**src/rtl/cond_exec_ctrl.sv**
```systemverilog
// cond_exec_ctrl: E-stage NZCV flags, condition gating and post-branch squash; FULL_COND_EN enables all 15 conditions.
module cond_exec_ctrl #(
  parameter int SQUASH_CYCLES = 2,
  parameter int CNT_W = 3
) (
  input  logic       clk,
  input  logic       rst_n,
  input  logic       valid_e,
  input  logic       stall_e,
  input  logic [3:0] cond_e,
  input  logic [1:0] flag_write_e,
  input  logic [3:0] alu_flags,
  input  logic       reg_write_e,
  input  logic       mem_write_e,
  input  logic       pc_src_e,
  output logic [3:0] flags,
  output logic       cond_ex,
  output logic       reg_write_g,
  output logic       mem_write_g,
  output logic       pc_src_g,
  output logic       flush_fd,
  output logic       undef_cond
);
  typedef enum logic {RUN, SQUASH} state_t;
  state_t state_q, state_d;
  logic [CNT_W-1:0] cnt_q, cnt_d;
  logic [3:0] flags_q, flags_d;
  logic cond_true, unsup, pass;
  always_comb begin
    cond_true = 1'b0;
    unsup = 1'b0;
    case (cond_e)
      4'h0: cond_true = flags_q[2];
      4'h1: cond_true = ~flags_q[2];
`ifdef FULL_COND_EN
      4'h2: cond_true = flags_q[1];
      4'h3: cond_true = ~flags_q[1];
      4'h4: cond_true = flags_q[3];
      4'h5: cond_true = ~flags_q[3];
      4'h6: cond_true = flags_q[0];
      4'h7: cond_true = ~flags_q[0];
      4'h8: cond_true = flags_q[1] & ~flags_q[2];
      4'h9: cond_true = ~(flags_q[1] & ~flags_q[2]);
      4'ha: cond_true = flags_q[3] == flags_q[0];
      4'hb: cond_true = flags_q[3] != flags_q[0];
      4'hc: cond_true = ~flags_q[2] & (flags_q[3] == flags_q[0]);
      4'hd: cond_true = ~(~flags_q[2] & (flags_q[3] == flags_q[0]));
`endif
      4'he: cond_true = 1'b1;
      default: unsup = 1'b1;
    endcase
  end
  assign pass        = valid_e & ~stall_e & cond_true & (state_q == RUN);
  assign cond_ex     = pass;
  assign reg_write_g = pass & reg_write_e;
  assign mem_write_g = pass & mem_write_e;
  assign pc_src_g    = pass & pc_src_e;
  assign flush_fd    = pc_src_g;
  assign undef_cond  = valid_e & unsup;
  assign flags       = flags_q;
  always_comb begin
    flags_d = flags_q;
    state_d = state_q;
    cnt_d = cnt_q;
    if (pass) begin
      flags_d[3:2] = flag_write_e[1] ? alu_flags[3:2] : flags_q[3:2];
      flags_d[1:0] = flag_write_e[0] ? alu_flags[1:0] : flags_q[1:0];
    end
    // only real, unstalled slots consume squash obligations
    if (state_q == RUN && pc_src_g) begin
      state_d = SQUASH;
      cnt_d = CNT_W'(SQUASH_CYCLES);
    end else if (state_q == SQUASH && valid_e && !stall_e) begin
      cnt_d = cnt_q - 1'b1;
      state_d = (cnt_q == CNT_W'(1)) ? RUN : SQUASH;
    end
  end
  always_ff @(posedge clk or negedge rst_n) begin
    if (!rst_n) begin
      flags_q <= '0;
      state_q <= RUN;
      cnt_q <= '0;
    end else begin
      flags_q <= flags_d;
      state_q <= state_d;
      cnt_q <= cnt_d;
    end
  end
endmodule

```
**config.mk**
```make
export PLATFORM = sky130hd
export DESIGN_NAME = cond_exec_ctrl
export DESIGN_NICKNAME = d
export VERILOG_FILES = /design/src/rtl/cond_exec_ctrl.sv
export SDC_FILE = /design/constraint.sdc
export NUM_CORES = 1
export LEC_CHECK = 0
export ABC_CLOCK_PERIOD_IN_PS = 1400
export BUFFER_PORTS_ARGS = -buffer_cell sky130_fd_sc_hd__buf_4
export CAP_MARGIN = 20
export CORE_UTILIZATION = 35
export CTS_BUF_LIST = sky130_fd_sc_hd__clkbuf_8
export CTS_CLUSTER_DIAMETER = 40
export CTS_CLUSTER_SIZE = 40
export DETAILED_ROUTE_END_ITERATION = 7
export PLACE_DENSITY = 0.65
export SLEW_MARGIN = 0
export SYNTH_ARGS = -nofsm -noshare
export SYNTH_HDL_FRONTEND = slang
export SYNTH_SLANG_ARGS = --single-unit
```
**constraint.sdc**
```tcl
create_clock -name clk -period 1.4 [get_ports clk]
set_input_delay 0.07 -clock clk [delete_from_list [all_inputs] [get_ports clk]]
set_output_delay 0.07 -clock clk [all_outputs]
set_load 0.05 [all_outputs]
```
After elaboration in Yosys (flattened, before gate mapping)

Cells that the tools add are included.

Register bits: 8
Input port bits: 17
Output and inout bits: 10

$add $sub $neg: 1
Eq/ne operators: 3
Mux-type cells: 7
Bitwise operators: 10
Reduce and logical (&&, ||, !) cells: 9

Operators by type and width:

| cell                                                               | number |
|---|---|
| 1-bit bitwise AND                                                  | 7 |
| 3-bit 2-to-1 mux                                                   | 2 |
| 4-bit by 1-bit == test with 1-bit output, second input constant    | 1 |
| 4-bit == test, second input constant                               | 1 |
| 4-bit logical NOT                                                  | 1 |
| 1-bit 2-to-1 mux                                                   | 4 |
| 2-bit AND reduction                                                | 2 |
| 3-bit by 1-bit == test with 1-bit output, second input constant    | 1 |
| 1-bit logical AND                                                  | 3 |
| 1-bit inverter                                                     | 3 |
| 1-bit case mux with 3 select lines                                 | 1 |
| 3-bit OR reduction                                                 | 1 |
| 3-bit by 1-bit subtractor with 3-bit output, second input constant | 1 |
| 2-bit nonzero test                                                 | 1 |
| 1-bit logical NOT                                                  | 1 |

Longest topological paths before layout

Word-level depth: 7
Gate-level depth with buffers: 5
Gate-level depth less buffers: 5

Worst setup path after synthesis

Ideal clock, no wire load.

Kind: reg2out
Start: reg flags_q[2] (netlist: flags[2])
End: out pc_src_g
Arrival time: 1.821 ns
Data required time: 1.330 ns
Path slack: -0.491 ns
Stages on the path, launching flop included: 5
Path buffers: 1
Path through: dfrtp_1 xnor2_1 o21ai_4 and3_1 buf_4

Word-level cells in the longest chain between the ends: 5

RTL lines:

| what                                   | RTL line | source |
|---|---|---|
| from (decl)                            | 27       | `logic [3:0] flags_q, flags_d;` |
| from (signal assigned)                 | 84       | `flags_q <= flags_d;` |
| 1-bit inverter                         | 34       | `4'h1: cond_true = ~flags_q[2];` |
| 1-bit case mux with 3 select lines (*) | 32       | `case (cond_e)` |
| 1-bit bitwise AND (*) (2 in a row)     | 53       | `assign pass = valid_e & ~stall_e & cond_true & (state_q == RUN);` |
| 1-bit bitwise AND (*)                  | 57       | `assign pc_src_g = pass & pc_src_e;` |
| to (decl)                              | 20       | `output logic pc_src_g,` |

Mark *: on every way between the ends. The rest lies on a longest branch, timed or not.

Final worst setup path

Start: reg flags_q[2] (netlist: flags[2])
End: out flush_fd

Word-level cells in the longest chain between the ends: 5

RTL lines:

| what                                   | RTL line | source |
|---|---|---|
| 1-bit inverter                         | 34       |  |
| 1-bit case mux with 3 select lines (*) | 32       |  |
| 1-bit bitwise AND (*) (2 in a row)     | 53       |  |
| 1-bit bitwise AND (*)                  | 57       |  |
| to (decl)                              | 21       | `output logic flush_fd,` |

Marks and branches as above.

==> flow_metrics.tcl <==
set metrics [dict create \
    final_max_slew_viol_count 0 \
    die_h_um 39.91 \
    grt_util_all_layers_pct 16.75 \
    hold_viol_final 0 \
    initial_core_util_pct 38.18 \
    vias 450 \
    n_fill_cell 106 \
    synth.largest_area_cell "dfrtp_1" \
    ant_nets 0 \
    grt_overflow 0 \
    max_freq_mhz 704.5 \
    use_met1_pct 19.72 \
    drt_drc_violations_left 0 \
    core-area_um2 1318 \
    worstPathRequired_ps 1330 \
    cts_root_buf "clkbuf_8" \
    synth_common_cells "dfrtp_1 (8), and3_1 (4), inv_1 (4), mux2_1 (4)" \
    synth-edff-count 0 \
    utilization_pct 65.05 \
    clk_pin_slew_ps 40 \
    post-place-ws_ps 24.99 \
    tightest_slew_ps 317.7 \
    power_leakage_nw 0.4367 \
    period_share_pct 101.4 \
    die_area_um2 1593 \
    viasPerCell 4.787 \
    crit_fanout 5 \
    cts_buffers 3 \
    met2_usage_pct 29.84 \
    grt_pass1_vias 407 \
    synth-compound-area-share_pct 12.44 \
    grt_pass1_wl_mm 1.731 \
    synth_flop_cell "dfrtp_1" \
    yosys_warnings 0 \
    wl_mm 1.118 \
    drt_iter0_markers 3 \
    synthMuxAreaShare_pct 8.955 \
    cts_buffer_depth 2 \
    cp-end-kind "output port" \
    r2r_end "flags[2]" \
    start_kind "flip-flop" \
    placed_cells 86 \
    diodes 0 \
    dpl.hpwl_um 854.3 \
    worstSetupStartpoint "flags[2]" \
    synth_top_family_by_area "simple AND/OR/NAND/NOR gates" \
    synth_top_area_share_pct 39.80 \
    drt_first_pass_iters 3 \
    final_cell_count_no_fill 94 \
    syn-num-nets 65 \
    reg2reg_depth 5 \
    worstPathArrival_ps 1350 \
    syn_inst 46 \
    clock-sinks 8 \
    critPathKind "reg2out" \
    holdWs_ps 59.55 \
    antenna_found_initial 0 \
    power.density_nw_per_um2 1471 \
    violations "setup timing" \
    layout-drive-gt1-share_pct 59.49 \
    area_growth_pct 70.40 \
    port_buffers 26 \
    r2r_slack_ps -10 \
    ys_seq_elements 8 \
    yosysSeqAreaShare_pct 39.80 \
    crit_end "flush_fd" \
    finalClockSkew_ps 5.369 \
    synthSimpleGateAreaFrac_pct 27.61 \
    grtUsageMet3_pct 3.409 \
    power_mw 1.261 \
    synthAdderAreaFrac_pct 4.975 \
    vdd_ir_drop_max_mv 0.9043 \
    synth_xor_area_share_pct 1.741 \
    synth_cell_types 25 \
    gp_congestion 0.6533 \
    htreeDepth 1 \
    final-setup-viol-count 7 \
    grt_max_degree 9 \
    gr-max-usage-layer "met2" \
    r2r_start "flags[2]" \
    status "complete, but fails checks" \
    synth_async_sr_flop_share_pct 100.0 \
    min_path_type "in2reg" \
    yosys-top-cells-area "dfrtp_1 (40%), mux2_1 (9.0%), and3_1 (5.0%)" \
    rsz0062_at_grt "true" \
    syn-cell-area_um2 503.0 \
    syn_avg_cell_area_um2 10.93 \
    setup_ws_ps -19.39 \
    clk_latency_ps 230 \
    io_pins 27 \
    nets 99 \
    wl_per_cell_um 11.89 \
    cts_tree "done" \
    synth_most_common_cell "dfrtp_1" \
    period_needed_ps 1419 \
    fp.dieW_um 39.91 \
    relSlewSlack_pct 78.82 \
    cap_violations 0 \
    rows 13 \
]
where the power goes:
part	internal, mW	switching [mW]	leakage, nW	total (mW)
sequential	0.325	0.0878	0.0969	0.412
clock	0.190	0.0907	0.0269	0.281
combinational	0.261	0.306	0.313	0.568
cell type report:
type | instances | area, um2 | share of cell area (%)
multi-input combinational | 33 | 319.1 | 37.23
timing repair buffer | 30 | 257.7 | 30.07
sequential | 8 | 201.4 | 23.50
clock buffer | 3 | 41.29 | 4.818
tap | 15 | 18.77 | 2.190
inverter | 4 | 15.01 | 1.752
clock inverter | 1 | 3.754 | 0.4380
per-stage QoR:
| step | instance area (um2) | TNS, ps |
|---|---|---|
| finish | 857.1 | -75.38 |
| global route | 857.1 | -454.2 |
| global placement | 738.2 | 0 |
| CTS | 853.3 | -153.0 |
| detailed placement | 738.2 | 0 |
| floorplan | 539.3 | -93.69 |
how the worst min path moves through the flow:
stage | from | end | cells past startpoint
2_1_floorplan | rst_n | cnt_q[0] | 0
3_3_place_gp | rst_n | flags[3] | 1
3_5_place_dp | rst_n | flags[3] | 1
4_1_cts | alu_flags[2] | flags[2] | 2
5_1_grt | alu_flags[1] | flags[1] | 2
6_report | alu_flags[2] | flags[2] | 2
routing by layer:
layer | wire length (um) | part of all wire, % | up-vias
met5 | 0 | 0 | -
met4 | 0 | 0 | 0
met3 | 51 | 4.6 | 0
met1 | 456 | 41 | 210
met2 | 610 | 55 | 11
li1 | - | - | 229
state kept, by name, indices dropped and copies added (netlist names):
signal / cells
cnt_q: 3
state_q: 1
flags: 4
cell families (layout without fill, tap and decap cells):
group | count (synthesis) | in the layout
multiplexers | 4 | 4
buffers and inverters | 5 | 38
flip-flops | 8 | 8
AND/OR/NAND/NOR | 18 | 18
adder cells (fa/ha/maj) | 2 | 2
XOR/XNOR | 1 | 1
AO/OA/AOI/OAI | 8 | 8
placed cells by master, fill, tap and decap left out, drive strengths merged:
| cell type | n |
|---|---|
| dfrtp | 8 |
| buf | 29 |
| and2 | 1 |
| o21ai | 3 |
| nand2 | 1 |
| and3 | 5 |
| nand3 | 4 |
| o22ai | 2 |
| nor2 | 2 |
| nor2b | 1 |
| inv | 5 |
| nand4b | 1 |
| dlygate4sd3 | 1 |
| clkbuf | 3 |
| a22o | 1 |
| or3 | 1 |
| or4b | 1 |
| o21a | 2 |
| xnor2 | 1 |
| ha | 2 |
| mux2 | 4 |
| nand2b | 1 |
timing repair:
action / 4_1_cts / 5_1_grt
setup buffers: 3 / 0
hold endpoints to repair: 8 / 0
hold buffers: 1 / 0
endpoints found under the setup margin: 5 / 10
gates resized for setup: 8 / 1
pin swaps: 2 / 1
worst max-delay path, stage by stage, from the launching register on:
cell and delay, ps:
dfrtp_2 430, xnor2_4 150, o21ai_4 170, and3_4 230, buf_8 140
(Power assumes the default switching activity.)
